$ cat src/rtl/fp_pkg.sv
// fp_pkg: shared widths, flag indices and the stage-1 -> stage-2 payload
// for the single-precision post-add normalize/round stage.
package fp_pkg;

    localparam int EXP_W  = 8;
    localparam int MANT_W = 23;
    localparam int SIG_W  = 25;
    localparam int BIAS   = 127;
    localparam logic [EXP_W-1:0] EXP_MAX = EXP_W'(2 * BIAS + 1);

    // Bit positions inside the 4-bit flag vector {ovf, unf, inx, zero}
    typedef enum logic [1:0] {
        FLG_ZERO = 2'd0,
        FLG_INX  = 2'd1,
        FLG_UNF  = 2'd2,
        FLG_OVF  = 2'd3
    } flag_idx_e;

    // Normalized beat handed from the normalize stage to the round stage.
    // exp10 is signed and 10 bits wide so +1 / -shl never wrap.
    typedef struct packed {
        logic                    sign;
        logic signed [9:0]       exp10;
        logic [MANT_W-1:0]       mant;
        logic                    g;
        logic                    r;
        logic                    s;
        logic [3:0]              pre_flags;
        logic                    special;
    } norm_payload_t;

endpackage

$ cat src/rtl/fp_norm_round_if.sv
// fp_norm_round_if: input beat and output result channels of the
// normalize/round stage. slave = the stage itself, master = its driver.
interface fp_norm_round_if;
    import fp_pkg::*;

    logic               in_valid;
    logic               in_ready;
    logic               in_sign;
    logic [EXP_W-1:0]   in_exp;
    logic [SIG_W-1:0]   in_sig;
    logic [2:0]         in_grs;
    logic [4:0]         in_shl;
    logic               in_zero;

    logic               out_valid;
    logic               out_ready;
    logic [31:0]        out_result;
    logic [3:0]         out_flags;

    modport slave (
        input  in_valid, in_sign, in_exp, in_sig, in_grs, in_shl, in_zero,
        input  out_ready,
        output in_ready,
        output out_valid, out_result, out_flags
    );

    modport master (
        output in_valid, in_sign, in_exp, in_sig, in_grs, in_shl, in_zero,
        output out_ready,
        input  in_ready,
        input  out_valid, out_result, out_flags
    );

endinterface

$ cat src/rtl/fp_round_unit.sv
// fp_round_unit: combinational round-and-pack of a normalized payload.
// FP_NORM_RNE_EN defined   -> round to nearest even, overflow to +-inf.
// FP_NORM_RNE_EN undefined -> truncate, overflow saturates to max finite.
module fp_round_unit
    import fp_pkg::*;
(
    input  norm_payload_t p,
    output logic [31:0]   result,
    output logic [3:0]    flags
);

    logic [MANT_W:0]   mant_sum;
    logic [MANT_W-1:0] mant_r;
    logic signed [9:0] exp_r;
    logic              inexact;
`ifdef FP_NORM_RNE_EN
    logic              round_up;
`endif

    // Round the mantissa, fold a mantissa carry into the exponent, then pack
    always_comb begin
        result   = '0;
        flags    = '0;
        inexact  = p.g | p.r | p.s;
`ifdef FP_NORM_RNE_EN
        round_up = p.g & (p.r | p.s | p.mant[0]);
        mant_sum = {1'b0, p.mant} + {{MANT_W{1'b0}}, round_up};
`else
        mant_sum = {1'b0, p.mant};
`endif
        if (mant_sum[MANT_W]) begin
            mant_r = '0;
            exp_r  = p.exp10 + 10'sd1;
        end else begin
            mant_r = mant_sum[MANT_W-1:0];
            exp_r  = p.exp10;
        end

        if (p.special) begin
            result = {p.sign, EXP_MAX, p.mant};
        end else if (p.pre_flags[FLG_ZERO]) begin
            // exact zero or flush-to-zero: flags were settled by normalize
            result = {p.sign, 31'h0};
            flags  = p.pre_flags;
        end else if (exp_r >= 10'sd255) begin
            flags[FLG_OVF] = 1'b1;
            flags[FLG_INX] = 1'b1;
`ifdef FP_NORM_RNE_EN
            result = {p.sign, EXP_MAX, {MANT_W{1'b0}}};
`else
            result = {p.sign, EXP_MAX - 8'd1, {MANT_W{1'b1}}};
`endif
        end else begin
            result         = {p.sign, exp_r[EXP_W-1:0], mant_r};
            flags[FLG_INX] = inexact;
        end
    end

endmodule

$ cat src/rtl/fp_norm_round.sv
// fp_norm_round: 2-stage post-add normalize (stage 1) and round/pack
// (stage 2) pipeline. Rounding mode selected by FP_NORM_RNE_EN inside
// fp_round_unit.
//
// Handshake: a beat moves on in_valid & in_ready, a result on
// out_valid & out_ready. A stage loads whenever it is empty or the stage
// after it is draining this cycle, so in_ready = !s1_valid | !s2_valid |
// out_ready (forced low during reset); it never depends on in_valid.
// Held stages keep their contents untouched.
module fp_norm_round
    import fp_pkg::*;
(
    input  logic           clk,
    input  logic           rst,
    fp_norm_round_if.slave bus
);

    norm_payload_t     nxt;
    norm_payload_t     s1_q;
    logic              s1_valid;
    logic              s2_valid;
    logic [31:0]       result_q;
    logic [3:0]        flags_q;
    logic [31:0]       round_result;
    logic [3:0]        round_flags;
    logic [26:0]       shl_vec;
    logic              s2_adv;
    logic              s1_adv;

    assign s2_adv       = !s2_valid | bus.out_ready;
    assign s1_adv       = !s1_valid | s2_adv;
    assign bus.in_ready = !rst & s1_adv;

    assign bus.out_valid  = s2_valid;
    assign bus.out_result = result_q;
    assign bus.out_flags  = flags_q;

    assign shl_vec = {bus.in_sig[23:0], bus.in_grs} << bus.in_shl;

    // Stage-1 normalize: pick exactly one case in priority order
    always_comb begin
        nxt      = '0;
        nxt.sign = bus.in_sign;
        if (bus.in_exp == EXP_MAX) begin
            nxt.special = 1'b1;
            nxt.exp10   = 10'sd255;
            nxt.mant    = bus.in_sig[MANT_W-1:0];
        end else if (bus.in_zero) begin
            nxt.sign                = 1'b0;
            nxt.pre_flags[FLG_ZERO] = 1'b1;
        end else if (bus.in_sig[24]) begin
            nxt.mant  = bus.in_sig[23:1];
            nxt.g     = bus.in_sig[0];
            nxt.r     = bus.in_grs[2];
            nxt.s     = bus.in_grs[1] | bus.in_grs[0];
            nxt.exp10 = $signed({2'b00, bus.in_exp}) + 10'sd1;
        end else if ({3'b000, bus.in_shl} >= bus.in_exp) begin
            // exponent would reach zero or below: flush, keep the sign
            nxt.pre_flags[FLG_UNF]  = 1'b1;
            nxt.pre_flags[FLG_ZERO] = 1'b1;
            nxt.pre_flags[FLG_INX]  = (|bus.in_sig) | (|bus.in_grs);
        end else begin
            nxt.mant  = shl_vec[25:3];
            nxt.g     = shl_vec[2];
            nxt.r     = shl_vec[1];
            nxt.s     = shl_vec[0];
            nxt.exp10 = $signed({2'b00, bus.in_exp}) - $signed({5'b00000, bus.in_shl});
        end
    end

    fp_round_unit u_round (
        .p      (s1_q),
        .result (round_result),
        .flags  (round_flags)
    );

    // Stage-1 register: load a new beat whenever the stage can advance
    always_ff @(posedge clk or posedge rst) begin
        if (rst) begin
            s1_valid <= 1'b0;
            s1_q     <= '0;
        end else if (s1_adv) begin
            s1_valid <= bus.in_valid;
            if (bus.in_valid) begin
                s1_q <= nxt;
            end
        end
    end

    // Stage-2 register: capture the rounded result, hold it while stalled
    always_ff @(posedge clk or posedge rst) begin
        if (rst) begin
            s2_valid <= 1'b0;
            result_q <= '0;
            flags_q  <= '0;
        end else if (s2_adv) begin
            s2_valid <= s1_valid;
            if (s1_valid) begin
                result_q <= round_result;
                flags_q  <= round_flags;
            end
        end
    end

endmodule

$ cat src/flat_wrapper.sv
// flat-port wrapper written by rule: the top's interface ports become plain ports
module fp_norm_round_flat import fp_pkg::*;
  (clk, rst, bus_in_valid, bus_in_sign, bus_in_exp, bus_in_sig, bus_in_grs, bus_in_shl, bus_in_zero, bus_out_ready, bus_in_ready, bus_out_valid, bus_out_result, bus_out_flags);
  fp_norm_round_if bus_i ();
  input  logic clk;
  input  logic rst;
  input wire logic [$bits(bus_i.in_valid)-1:0] bus_in_valid;
  input wire logic [$bits(bus_i.in_sign)-1:0] bus_in_sign;
  input wire logic [$bits(bus_i.in_exp)-1:0] bus_in_exp;
  input wire logic [$bits(bus_i.in_sig)-1:0] bus_in_sig;
  input wire logic [$bits(bus_i.in_grs)-1:0] bus_in_grs;
  input wire logic [$bits(bus_i.in_shl)-1:0] bus_in_shl;
  input wire logic [$bits(bus_i.in_zero)-1:0] bus_in_zero;
  input wire logic [$bits(bus_i.out_ready)-1:0] bus_out_ready;
  output wire logic [$bits(bus_i.in_ready)-1:0] bus_in_ready;
  output wire logic [$bits(bus_i.out_valid)-1:0] bus_out_valid;
  output wire logic [$bits(bus_i.out_result)-1:0] bus_out_result;
  output wire logic [$bits(bus_i.out_flags)-1:0] bus_out_flags;
  assign bus_i.in_valid = bus_in_valid;
  assign bus_i.in_sign = bus_in_sign;
  assign bus_i.in_exp = bus_in_exp;
  assign bus_i.in_sig = bus_in_sig;
  assign bus_i.in_grs = bus_in_grs;
  assign bus_i.in_shl = bus_in_shl;
  assign bus_i.in_zero = bus_in_zero;
  assign bus_i.out_ready = bus_out_ready;
  assign bus_in_ready = bus_i.in_ready;
  assign bus_out_valid = bus_i.out_valid;
  assign bus_out_result = bus_i.out_result;
  assign bus_out_flags = bus_i.out_flags;
  fp_norm_round u_core (.clk(clk), .rst(rst), .bus(bus_i));
endmodule
$ cat config.mk
export PLATFORM = sky130hd
export DESIGN_NAME = fp_norm_round_flat
export DESIGN_NICKNAME = d
export VERILOG_FILES = /design/src/rtl/fp_pkg.sv /design/src/rtl/fp_norm_round_if.sv /design/src/rtl/fp_round_unit.sv /design/src/rtl/fp_norm_round.sv /design/src/flat_wrapper.sv
export SDC_FILE = /design/constraint.sdc
export NUM_CORES = 1
export LEC_CHECK = 0
export CAP_MARGIN = 30
export CORE_MARGIN = 8
export CORE_UTILIZATION = 25
export DETAILED_ROUTE_END_ITERATION = 8
export PLACE_DENSITY = 0.5
export SETUP_SLACK_MARGIN = 0.15
export SYNTH_ARGS = -nofsm -noshare
export SYNTH_HDL_FRONTEND = slang
export SYNTH_SLANG_ARGS = --single-unit
$ cat constraint.sdc
create_clock -name clk -period 7.8 [get_ports clk]
set_input_delay 1.56 -clock clk [delete_from_list [all_inputs] [get_ports clk]]
set_output_delay 1.56 -clock clk [all_outputs]
set_load 0.02 [all_outputs]
==> impl_metrics.tcl <==
set metrics [dict create \
    cp_max_fo 26 \
    syn_nets 615 \
    ioPinCount 85 \
    mostFrequentLayoutCells "83 x clkdlybuf4s50_1, 79 x dfrtp_1, 77 x nand2_1" \
    tns_ns 0 \
    synth_cell_types 62 \
    synth_ff_type "dfrtp_1" \
    clk_path_buf_depth 2 \
    power.total_mw 1.35 \
    drive_gt1_frac 0.105 \
    seqPwrFrac 0.373 \
    cp-end-kind "register" \
    fin_crit_ns 4.78 \
    multi_input_area_sq_um 3000 \
    num_rows 53 \
    clock_sinks 79 \
    regArea_sq_um 1980 \
    r2r_slack_ns 5.57 \
    cp.buffers_inverters 2 \
    critPathSlowestCell "clkdlybuf4s50_1" \
    yosys_warnings 0 \
    ir_drop_mv 0.0948 \
    cts_tree "yes" \
    htree_levels 3 \
    fillers 2174 \
    synth_seq_cells 79 \
    path_clk_slew_ns 0.06 \
    hold_slack_ns 0.475 \
    intPower_mw 0.927 \
    synth_seq_area_share 0.376 \
    area_delta_synth_final_pct 26.6 \
    power.leakage_nw 2.68 \
    grt_use_total 0.133 \
    grt_pass1_wl_mm 27.6 \
    drt-total-wl_mm 17.6 \
    portBuffers 84 \
    place.gp.congestion 0.900 \
    postCtsSetupRepairBufs 0 \
    syn_area_sq_um 5260 \
    rsz0062_at_grt "no" \
    setup_viol 0 \
    synthCells 561 \
    required_ns 8.04 \
    ys_async_sr_fraction 1.00 \
    drv_slew 0 \
    drtPass1Iterations 5 \
    swShare 0.313 \
    finalCritPeriodShare 0.613 \
    synth_edf_count 0 \
    pwr-share-clk 0.333 \
    wl_per_cell_um 19.4 \
    dieArea_sq_um 25900 \
    cp_top_family "buffers and inverters" \
    ant_nets 0 \
    hold_viol_final 0 \
    vias 4707 \
    cts_hold_buf 0 \
    antenna_found_initial 0 \
    drc 0 \
    drtIter0Drc 469 \
    cp-start-kind "input pin" \
    hp-class "register to register" \
    slew_headroom 0.354 \
    cts_resized 0 \
    status "finished clean" \
    arrival_ns 5.02 \
    cts-root-buf "clkbuf_16" \
    cts_made_buffers 9 \
    p_per_area_nw_per_um2 203 \
    max_freq_mhz 209 \
    clock_latency_ns 0.33 \
    p_comb_frac 0.294 \
    core-area_sq_um 20800 \
    worst_pin_slew_ns 0.961 \
    dp_hpwl_mm 13.3 \
    cap_viol_max_count 0 \
    syn_area_per_cell_sq_um 9.38 \
    grt_pass1_vias 4738 \
    final_nets 679 \
    initial_core_util 0.253 \
    grt-ovfl-total 0 \
    final_common_cell "clkdlybuf4s50_1" \
    die_y_um 161 \
    critical-path-max-stage-delay_ns 1.07 \
    fin_skew_ns 0.00985 \
    routed_via_density 5.20 \
    p_switching_mw 0.423 \
    n_antenna_cell 0 \
    die_x_um 161 \
    grt_max_degree 80 \
    criticalPathCategory "input pin to register" \
    crit_chain "clkdlybuf4s50_1 -> clkinv_1 -> ha_1 -> a21oi_1 -> o22ai_1 -> o211a_1 -> nand3_1 -> o21ai_0" \
]
[through the flow]
step                      cell area [sq um]  setup slack, ns  cells  utilization
after floorplan                        5260             2.61    561            -
after global placement                 6260             2.87    886        0.301
after detailed placement               6290             2.71    887        0.302
after CTS                              6610             3.07    903        0.317
after global routing                   6660             2.69    905        0.320
final                                  6660             3.02    905        0.320
[layout make-up]
type,count,share of cell area
Multi-Input combinational cell,427,0.451
Sequential cell,79,0.297
Timing Repair Buffer,94,0.145
Tap cell,275,0.0517
Clock buffer,10,0.0344
Clock inverter,6,0.0137
Inverter,14,0.00789
[per-layer routing]
metal  vias to the layer above  GRT usage  part of all wire
li1                       2231          -                 -
met1                      2312      0.187              0.48
met2                       138      0.205              0.45
met3                        26     0.0209             0.051
met4                         0     0.0463             0.020
met5                         -          0                 0
[worst paths after layout]
kind | from | endpoint | cells after the start
min | u_core.s1_q[3]$_DFFE_PP0P_ | u_core.s1_q[3]$_DFFE_PP0P_ | 1
min reg2reg | u_core.s1_q[3]$_DFFE_PP0P_ | u_core.s1_q[3]$_DFFE_PP0P_ | 1
max in group asynchronous | rst | u_core.bus.out_result[6]$_DFFE_PP0P_ | 4
max | bus_in_shl[3] | u_core.s1_q[14]$_DFFE_PP0P_ | 8
min in group asynchronous | rst | u_core.s1_q[40]$_DFFE_PP0P_ | 3
max reg2reg | u_core.s1_valid$_DFFE_PP0N_ | u_core.s1_q[14]$_DFFE_PP0P_ | 7
[kinds of logic (layout without fill, tap and decap cells)]
group / Yosys count / after routing / synth area share
multiplexers: 49 / 49 / 0.155
AND/OR/NAND/NOR: 198 / 198 / 0.175
buffers and inverters: 55 / 124 / 0.0542
XOR/XNOR: 6 / 6 / 0.00999
flip-flops: 79 / 79 / 0.376
AO/OA/AOI/OAI: 167 / 167 / 0.212
adder cells (fa/ha/maj): 7 / 7 / 0.0181
[power groups by stage]
stage / sequential, mW / clock [mW] / combinational [mW]
2_1_floorplan: 0.542 / 0 / 0.192
4_1_cts: 0.504 / 0.460 / 0.399
6_report: 0.503 / 0.449 / 0.398
3_3_place_gp: 0.510 / 0 / 0.388
3_5_place_dp: 0.512 / 0 / 0.397
5_1_grt: 0.511 / 0.474 / 0.432
[registers in the layout, summed over array words and instances (netlist names)]
name and cells:
u_core.bus.out_flags 4, u_core.s1_q 41, u_core.s1_valid 1, u_core.bus.out_result 32, u_core.bus.out_valid 1
[synth_stat cells (9+ instances only)]
cell,count,share of area
a21oi_1,42,0.040
a222oi_1,9,0.017
a22oi_1,18,0.026
buf_2,11,0.010
clkbuf_1,20,0.014
dfrtp_1,79,0.38
inv_1,12,0.0086
mux2i_1,16,0.030
mux4_2,21,0.090
nand2_1,77,0.055
nand3_1,10,0.0095
nor2_1,53,0.038
nor2b_1,9,0.011
nor3_1,10,0.0095
o21ai_0,30,0.029
o21ai_1,12,0.011
Power figures use the tool's default switching activity.
